[src/rtl/multicycle_ctrl.sv]
// Main control FSM of the multi-cycle RV32I core: sequences the shared memory port,
// ALU, register file and immediate extender; stalls on mem_ready and traps on bad opcodes.
`ifndef Ext_ImmI
`define Ext_ImmI 3'b000
`define Ext_ImmS 3'b001
`define Ext_ImmB 3'b010
`define Ext_ImmJ 3'b011
`define Ext_ImmU 3'b100
`endif

module multicycle_ctrl (
  input  logic       clk,
  input  logic       rst_n,
  input  logic [6:0] op,
  input  logic       zero,
  input  logic       mem_ready,
  output logic       pc_write,
  output logic       adr_src,
  output logic       ir_write,
  output logic       mem_write,
  output logic       reg_write,
  output logic [1:0] result_src,
  output logic [1:0] alu_src_a,
  output logic [1:0] alu_src_b,
  output logic [1:0] alu_op,
  output logic [2:0] sel_ext,
  output logic       instr_done,
  output logic       illegal
);

  localparam logic [6:0] OP_LW  = 7'b0000011;
  localparam logic [6:0] OP_ITP = 7'b0010011;
  localparam logic [6:0] OP_R   = 7'b0110011;
  localparam logic [6:0] OP_SW  = 7'b0100011;
  localparam logic [6:0] OP_BEQ = 7'b1100011;
  localparam logic [6:0] OP_JAL = 7'b1101111;
  localparam logic [6:0] OP_LUI = 7'b0110111;

  typedef enum logic [3:0] {
    S_FETCH    = 4'd0,
    S_DECODE   = 4'd1,
    S_MEMADR   = 4'd2,
    S_MEMREAD  = 4'd3,
    S_MEMWB    = 4'd4,
    S_MEMWRITE = 4'd5,
    S_EXECR    = 4'd6,
    S_EXECI    = 4'd7,
    S_ALUWB    = 4'd8,
    S_BEQ      = 4'd9,
    S_JAL      = 4'd10,
    S_LUI      = 4'd11,
    S_TRAP     = 4'd12
  } state_t;

  state_t state_q, state_d;
  logic   illegal_q, illegal_d;
  logic   pc_write_c, ir_write_c, mem_write_c, reg_write_c, instr_done_c;

  always_comb begin
    case (op)
      OP_LW, OP_ITP: sel_ext = `Ext_ImmI;
      OP_SW:         sel_ext = `Ext_ImmS;
      OP_BEQ:        sel_ext = `Ext_ImmB;
      OP_JAL:        sel_ext = `Ext_ImmJ;
      OP_LUI:        sel_ext = `Ext_ImmU;
      default:       sel_ext = `Ext_ImmI;
    endcase
  end

  always_comb begin
    state_d      = state_q;
    pc_write_c   = 1'b0;
    ir_write_c   = 1'b0;
    mem_write_c  = 1'b0;
    reg_write_c  = 1'b0;
    instr_done_c = 1'b0;
    adr_src      = 1'b0;
    result_src   = 2'b00;
    alu_src_a    = 2'b00;
    alu_src_b    = 2'b00;
    alu_op       = 2'b00;
    case (state_q)
      S_FETCH: begin
        alu_src_b = 2'b10;
        if (mem_ready) begin
          ir_write_c = 1'b1;
          pc_write_c = 1'b1;
          state_d    = S_DECODE;
        end
      end
      S_DECODE: begin
        // ALU computes OldPC + imm here so BEQ already has its target in ALUOut
        alu_src_a = 2'b01;
        alu_src_b = 2'b01;
        case (op)
          OP_LW, OP_SW: state_d = S_MEMADR;
          OP_R:         state_d = S_EXECR;
          OP_ITP:       state_d = S_EXECI;
          OP_BEQ:       state_d = S_BEQ;
          OP_JAL:       state_d = S_JAL;
          OP_LUI:       state_d = S_LUI;
          default:      state_d = S_TRAP;
        endcase
      end
      S_MEMADR: begin
        alu_src_a = 2'b10;
        alu_src_b = 2'b01;
        state_d   = (op == OP_LW) ? S_MEMREAD : S_MEMWRITE;
      end
      S_MEMREAD: begin
        adr_src = 1'b1;
        if (mem_ready) state_d = S_MEMWB;
      end
      S_MEMWB: begin
        result_src   = 2'b01;
        reg_write_c  = 1'b1;
        instr_done_c = 1'b1;
        state_d      = S_FETCH;
      end
      S_MEMWRITE: begin
        adr_src     = 1'b1;
        mem_write_c = 1'b1;
        if (mem_ready) begin
          instr_done_c = 1'b1;
          state_d      = S_FETCH;
        end
      end
      S_EXECR: begin
        alu_src_a = 2'b10;
        alu_op    = 2'b10;
        state_d   = S_ALUWB;
      end
      S_EXECI: begin
        alu_src_a = 2'b10;
        alu_src_b = 2'b01;
        alu_op    = 2'b10;
        state_d   = S_ALUWB;
      end
      S_ALUWB: begin
        reg_write_c  = 1'b1;
        instr_done_c = 1'b1;
        state_d      = S_FETCH;
      end
      S_BEQ: begin
        alu_src_a    = 2'b10;
        alu_op       = 2'b01;
        pc_write_c   = zero;
        instr_done_c = 1'b1;
        state_d      = S_FETCH;
      end
      S_JAL: begin
        // PC <= ALUOut (target from DECODE) while the ALU forms OldPC + 4 for rd
        alu_src_a  = 2'b01;
        alu_src_b  = 2'b10;
        pc_write_c = 1'b1;
        state_d    = S_ALUWB;
      end
      S_LUI: begin
        result_src   = 2'b11;
        reg_write_c  = 1'b1;
        instr_done_c = 1'b1;
        state_d      = S_FETCH;
      end
      S_TRAP:  state_d = S_TRAP;
      default: state_d = S_FETCH;
    endcase
  end

  assign illegal_d = illegal_q | (state_d == S_TRAP);

  always_ff @(posedge clk) begin
    if (!rst_n) begin
      state_q   <= S_FETCH;
      illegal_q <= 1'b0;
    end else begin
      state_q   <= state_d;
      illegal_q <= illegal_d;
    end
  end

  // Strobes are masked while reset is held so an aborted instruction writes nothing
  assign pc_write   = pc_write_c & rst_n;
  assign ir_write   = ir_write_c & rst_n;
  assign mem_write  = mem_write_c & rst_n;
  assign reg_write  = reg_write_c & rst_n;
  assign instr_done = instr_done_c & rst_n;
  assign illegal    = illegal_q;

endmodule

[config.mk]
export PLATFORM = sky130hd
export DESIGN_NAME = multicycle_ctrl
export DESIGN_NICKNAME = d
export VERILOG_FILES = /design/src/rtl/multicycle_ctrl.sv
export SDC_FILE = /design/constraint.sdc
export NUM_CORES = 1
export LEC_CHECK = 0
export ABC_AREA = 1
export ABC_CLOCK_PERIOD_IN_PS = 1200
export BUFFER_PORTS_ARGS = -buffer_cell sky130_fd_sc_hd__buf_2
export CORE_UTILIZATION = 40
export DETAILED_ROUTE_END_ITERATION = 12
export PLACE_DENSITY = 0.78
export SLEW_MARGIN = 15
export SYNTH_ARGS = -nofsm -noshare
export SYNTH_HDL_FRONTEND = slang
export SYNTH_SLANG_ARGS = --single-unit
[constraint.sdc]
create_clock -name clk -period 1.2 [get_ports clk]
set_input_delay 0.24 -clock clk [delete_from_list [all_inputs] [get_ports clk]]
set_output_delay 0.24 -clock clk [all_outputs]
set_load 0.1 [all_outputs]
==> impl_summary.txt, run 1 <==
----------------------------------------------------
[Logic synthesis]
  Area share of fa/ha/maj cells after synthesis ... 0%
  Syn Nets ... 124
  Gate count after technology mapping ... 113
  Number of warnings issued by yosys ... 0
  Synth Area per Inst ... 5.39 sq um
  Post-synthesis xor/xnor area fraction ... 0%
  Distinct cell type count after synthesis ... 21
  Cell type with the largest total area after synthesis ... sky130_fd_sc_hd__nand2_1
  Mux cell area share after synthesis ... 0%
  Register bit count reported by yosys ... 5
  Synth top area share ... 19.1%
  Synthesized-area fraction occupied by ao, oa, aoi and oai cells ... 19.3%
  Post-synthesis sequential area ratio ... 16.4%
  Most area-consuming cells after synthesis ... sky130_fd_sc_hd__nand2_1 (19%), sky130_fd_sc_hd__dfxtp_1 (16%), sky130_fd_sc_hd__inv_1 (12%)
  Simple logic cell fraction of the synthesized area ... 50.1%
  Synthesized cell area ... 609 sq um
  Largest family of logic cells by synthesized area ... simple AND/OR/NAND/NOR gates

[Floorplanning]
  Core Rows ... 13
  Top Ports ... 29
  Horizontal die dimension ... 41.0 um
  Vertical die dimension ... 41.0 um
  Effective utilization at floorplan ... 44.6%

[Outcome]
  Status ... did not finish
  Error message ... [ERROR DPL-0038] Utilization greater than 100%, impossible to legalize
  Failing step ... detailed placement

[Place]
  # port buffers ... 28
  Placer Congestion ... 0.769

----------------------------------------------------
[cells in the mapped netlist, drive strengths merged]
cell type and n:
a31oi 1, inv 23, a41oi 1, nor3 2, nor2 26, dfxtp 5
a21oi 5, nand2 33, nand4 1, o31ai 1, nand3 6, o211ai 3
o21ai 4, a21o 2
[stage by stage]
step	area [sq um]	hold slack [ns]
after floorplan	787	0.500
after global placement	1450	0.486
[logic make-up after synthesis]
family | Yosys count
buffers and inverters | 23
flip-flops | 5
AO/OA/AOI/OAI | 17
AND/OR/NAND/NOR | 68
==> run 2, diff against run 1 <==
--- a/config.mk
+++ b/config.mk
@@ -6,11 +6,12 @@
 export NUM_CORES = 1
 export LEC_CHECK = 0
 export ABC_AREA = 1
-export ABC_CLOCK_PERIOD_IN_PS = 1200
+export ABC_CLOCK_PERIOD_IN_PS = 1600
 export BUFFER_PORTS_ARGS = -buffer_cell sky130_fd_sc_hd__buf_2
-export CORE_UTILIZATION = 40
+export CORE_AREA = 2 2 63 65
 export DETAILED_ROUTE_END_ITERATION = 12
-export PLACE_DENSITY = 0.78
+export DIE_AREA = 0 0 65 67
+export PLACE_DENSITY_LB_ADDON = 0.15
 export SLEW_MARGIN = 15
 export SYNTH_ARGS = -nofsm -noshare
 export SYNTH_HDL_FRONTEND = slang
==> constraint.sdc (replaced) <==
create_clock -name clk -period 1.6 [get_ports clk]
set_input_delay 0.32 -clock clk [delete_from_list [all_inputs] [get_ports clk]]
set_output_delay 0.32 -clock clk [all_outputs]
set_load 0.1 [all_outputs]
==> run 2 against run 1 <==
Net effect: the flow now finishes, with violations (negative setup slack); synthesized area stayed put; synthesized cell count stayed put.
==> impl_summary.txt, run 2 <==
----------------------------------------------------
[Worst setup path]
  Arrival time worst endpoint ... 1.43 ns
  Startpoint type of the worst setup path ... flip-flop
  Type of the worst setup path ... flip-flop to primary output
  Crit-path max FO ... 3
  Worst endpoint required time ... 1.28 ns
  Type of destination of the critical path ... primary output
  FF-to-FF path depth ... 12
  Worst R2R Setup Slack ... 0.01 ns

[Outcome]
  Failing checks ... negative setup slack
  Status ... finished with violations

[Floorplanning]
  Effective utilization at floorplan ... 16.9%
  Area of the core ... 3610 sq um
  Die area ... 4360 sq um
  Vertical die dimension ... 67 um
  Core Rows ... 22
  Horizontal die dimension ... 65 um
  Top Ports ... 29

[Cells and area]
  Most frequent cells in the layout ... sky130_fd_sc_hd__nand2_1 (21), sky130_fd_sc_hd__buf_12 (17), sky130_fd_sc_hd__buf_4 (17)
  Flip-flop count of the largest register after layout ... 4
  Commonest non-fill, non-tap cell in the layout ... sky130_fd_sc_hd__nand2_1
  Layout cells sized above 1 ... 67.3%
  Final layout net count ... 180
  Largest Register ... state_q
  Number of antenna repair diodes ... 0
  Count of non-filler cells in the finished layout ... 216
  Area added between synthesis and finish ... 150%

[Logic synthesis]
  Synthesized-area fraction occupied by ao, oa, aoi and oai cells ... 19.3%
  Post-synthesis sequential area ratio ... 16.4%
  Synthesized cell area ... 609 sq um
  Synth top area share ... 19.1%
  Number of warnings issued by yosys ... 0
  Cell type with the largest total area after synthesis ... sky130_fd_sc_hd__nand2_1
  Number of flops mapped to enable cells by yosys ... 0
  Largest family of logic cells by synthesized area ... simple AND/OR/NAND/NOR gates
  Post-synthesis xor/xnor area fraction ... 0%
  Async set-or-reset flop fraction in the synthesized netlist ... 0%
  Syn Nets ... 124
  Cell with the most instances after synthesis ... sky130_fd_sc_hd__nand2_1
  Mux cell area share after synthesis ... 0%
  Flip-flop cell with the highest count after synthesis ... sky130_fd_sc_hd__dfxtp_1
  Distinct cell type count after synthesis ... 21
  Area share of fa/ha/maj cells after synthesis ... 0%
  Register bit count reported by yosys ... 5
  Gate count after technology mapping ... 113
  Most area-consuming cells after synthesis ... sky130_fd_sc_hd__nand2_1 (19%), sky130_fd_sc_hd__dfxtp_1 (16%), sky130_fd_sc_hd__inv_1 (12%)
  Simple logic cell fraction of the synthesized area ... 50.1%
  Synth Area per Inst ... 5.39 sq um
  Most common library cells after synthesis ... sky130_fd_sc_hd__nand2_1 (31), sky130_fd_sc_hd__inv_1 (19), sky130_fd_sc_hd__nor2_1 (19), sky130_fd_sc_hd__nor2_2 (6), sky130_fd_sc_hd__dfxtp_1 (5)

[Timing]
  Fin Setup TNS ... -0.804 ns
  Unrepaired setup endpoints after global routing ... yes
  Normalized max-slew margin ... 68.0%
  Clock period minus final worst setup slack ... 1.75 ns
  Upper clock frequency limit ... 572 MHz
  Fin. Hold Viols ... 0
  Setup WS post-layout ... -0.148 ns
  Fin Clk Skew ... 0.00149 ns
  Period Utilization, post-route ... 109%
  Pin slew with the least headroom to its limit ... 0.483 ns
  Setup violators final ... 10
  Fin. max-slew vios ... 0

[Clock tree]
  Clock sinks ... 5
  Hold-fix buffer count after cts ... 0
  Number of buffers created by CTS ... 3
  Clock root buffer master ... sky130_fd_sc_hd__clkbuf_8
  Clock Pin Slew Worst Setup and Hold Paths ... 0.03 ns
  Clock tree from TritonCTS ... built
  Worst-Skew Late Latency ... 0.22 ns
  H-tree levels ... 1
  Number of buffers on the longest clock path ... 2

[Route]
  Detail-routed via count per cell ... 4.08
  Count of routing violations after the opening detailed-route iteration ... 8
  Residual DRC count ... 0
  Detail-routed net length per standard cell ... 10.3 um
  Detailed-routing iteration count for the pre-antenna-repair pass ... 4
  Total vias in the final route ... 882
  Routed Antenna Nets ... 0
  Final wirelength ... 2230 um

[Pwr]
  Clock power share ... 27.8%
  Register share of total power ... 17.1%
  Net Sw Power ... 0.351 mW
  Switching part of the total power ... 42.5%
  Leak ... 0.679 nW
  Gate power share ... 55.1%
  Cell Pwr Density ... 543 nW/um^2
  Cell-internal power ... 0.475 mW
  Maximum ir drop on the vdd rail ... 165 uV

[Worst hold path]
  WHS Path Cells ... 2
  Class of the worst hold path ... flip-flop to flip-flop

[GRT]
  Pin count of the biggest net entering global routing ... 8
  First-pass GRT wire length ... 3450 um
  Remaining Overflow, GRT ... 0
  Number of global-route vias before repair ... 864
  Antenna violations before repair ... 0
  Total track usage ... 10.0%

[Flow run]
  Number of max-capacitance violations reported ... 0

[Place]
  Placer Congestion ... 0.752
  Placed Cells incl. Taps ... 200
  # port buffers ... 28
  Pre-CTS setup slack ... 0.00647 ns
  HPWL Detailed ... 1720 um

----------------------------------------------------
[run 2: metal layers]
layer | GRT usage, % | wire [um]
met5 | 0 | 0
met4 | 2.39 | 50
met3 | 1.35 | 109
met2 | 21.1 | 1220
met1 | 10.1 | 857
[run 2: cell families after synthesis]
kind of cell | after synthesis
buf+inv | 23
flops | 5
compound gates | 17
simple gates | 68
[run 2: power by group through the flow]
stage                     combinational [mW]  clock, mW  sequential, mW
after floorplan                        0.235          0           0.148
after global placement                 0.394          0           0.143
after detailed placement               0.396          0           0.143
after CTS                              0.437      0.236           0.140
after global routing                   0.476      0.247           0.143
final                                  0.455      0.230           0.141
[run 2: critical path, stage by stage (launching register included)]
cell	delay [ns]
sky130_fd_sc_hd__dfxtp_2	0.31
sky130_fd_sc_hd__inv_2	0.08
sky130_fd_sc_hd__nand2_2	0.07
sky130_fd_sc_hd__buf_6	0.14
sky130_fd_sc_hd__nor2_4	0.13
sky130_fd_sc_hd__inv_4	0.05
sky130_fd_sc_hd__o211ai_1	0.14
sky130_fd_sc_hd__clkbuf_16	0.27
[run 2: worst paths after layout]
path              startpoint      endpoint
setup reg to reg  state_q[2]    state_q[0]
hold reg to reg      illegal       illegal
hold / removal       illegal       illegal
setup / recovery  state_q[3]  alu_src_b[0]
[run 2: layout make-up]
| type | instances | area [sq um] |
|---|---|---|
| multi-input cells | 85 | 606 |
| clock buffers | 4 | 45.0 |
| inverters | 23 | 93.8 |
| flip-flops and latches | 5 | 113 |
| fillers | 365 | 2080 |
| repair buffers | 51 | 604 |
| well taps | 48 | 60.1 |
[run 2: stage by stage]
stage / power [mW] / hold WS (ns) / area, sq um / util (%)
after floorplan: 0.383 / 0.580 / 728 / -
after global placement: 0.537 / 0.460 / 1270 / 35.1
after detailed placement: 0.539 / 0.462 / 1270 / 35.1
after CTS: 0.812 / 0.472 / 1470 / 40.8
after global routing: 0.866 / 0.494 / 1520 / 42.2
final: 0.826 / 0.464 / 1520 / 42.2
[run 2: repair_timing]
action,4_1_cts,5_1_grt
resized for setup,27,11
pin swaps,8,9
setup endpoints to repair,10,12
buffers inserted,10,2
hold endpoints to repair,0,0
No activity file was read; power rests on OpenSTA's default activity.
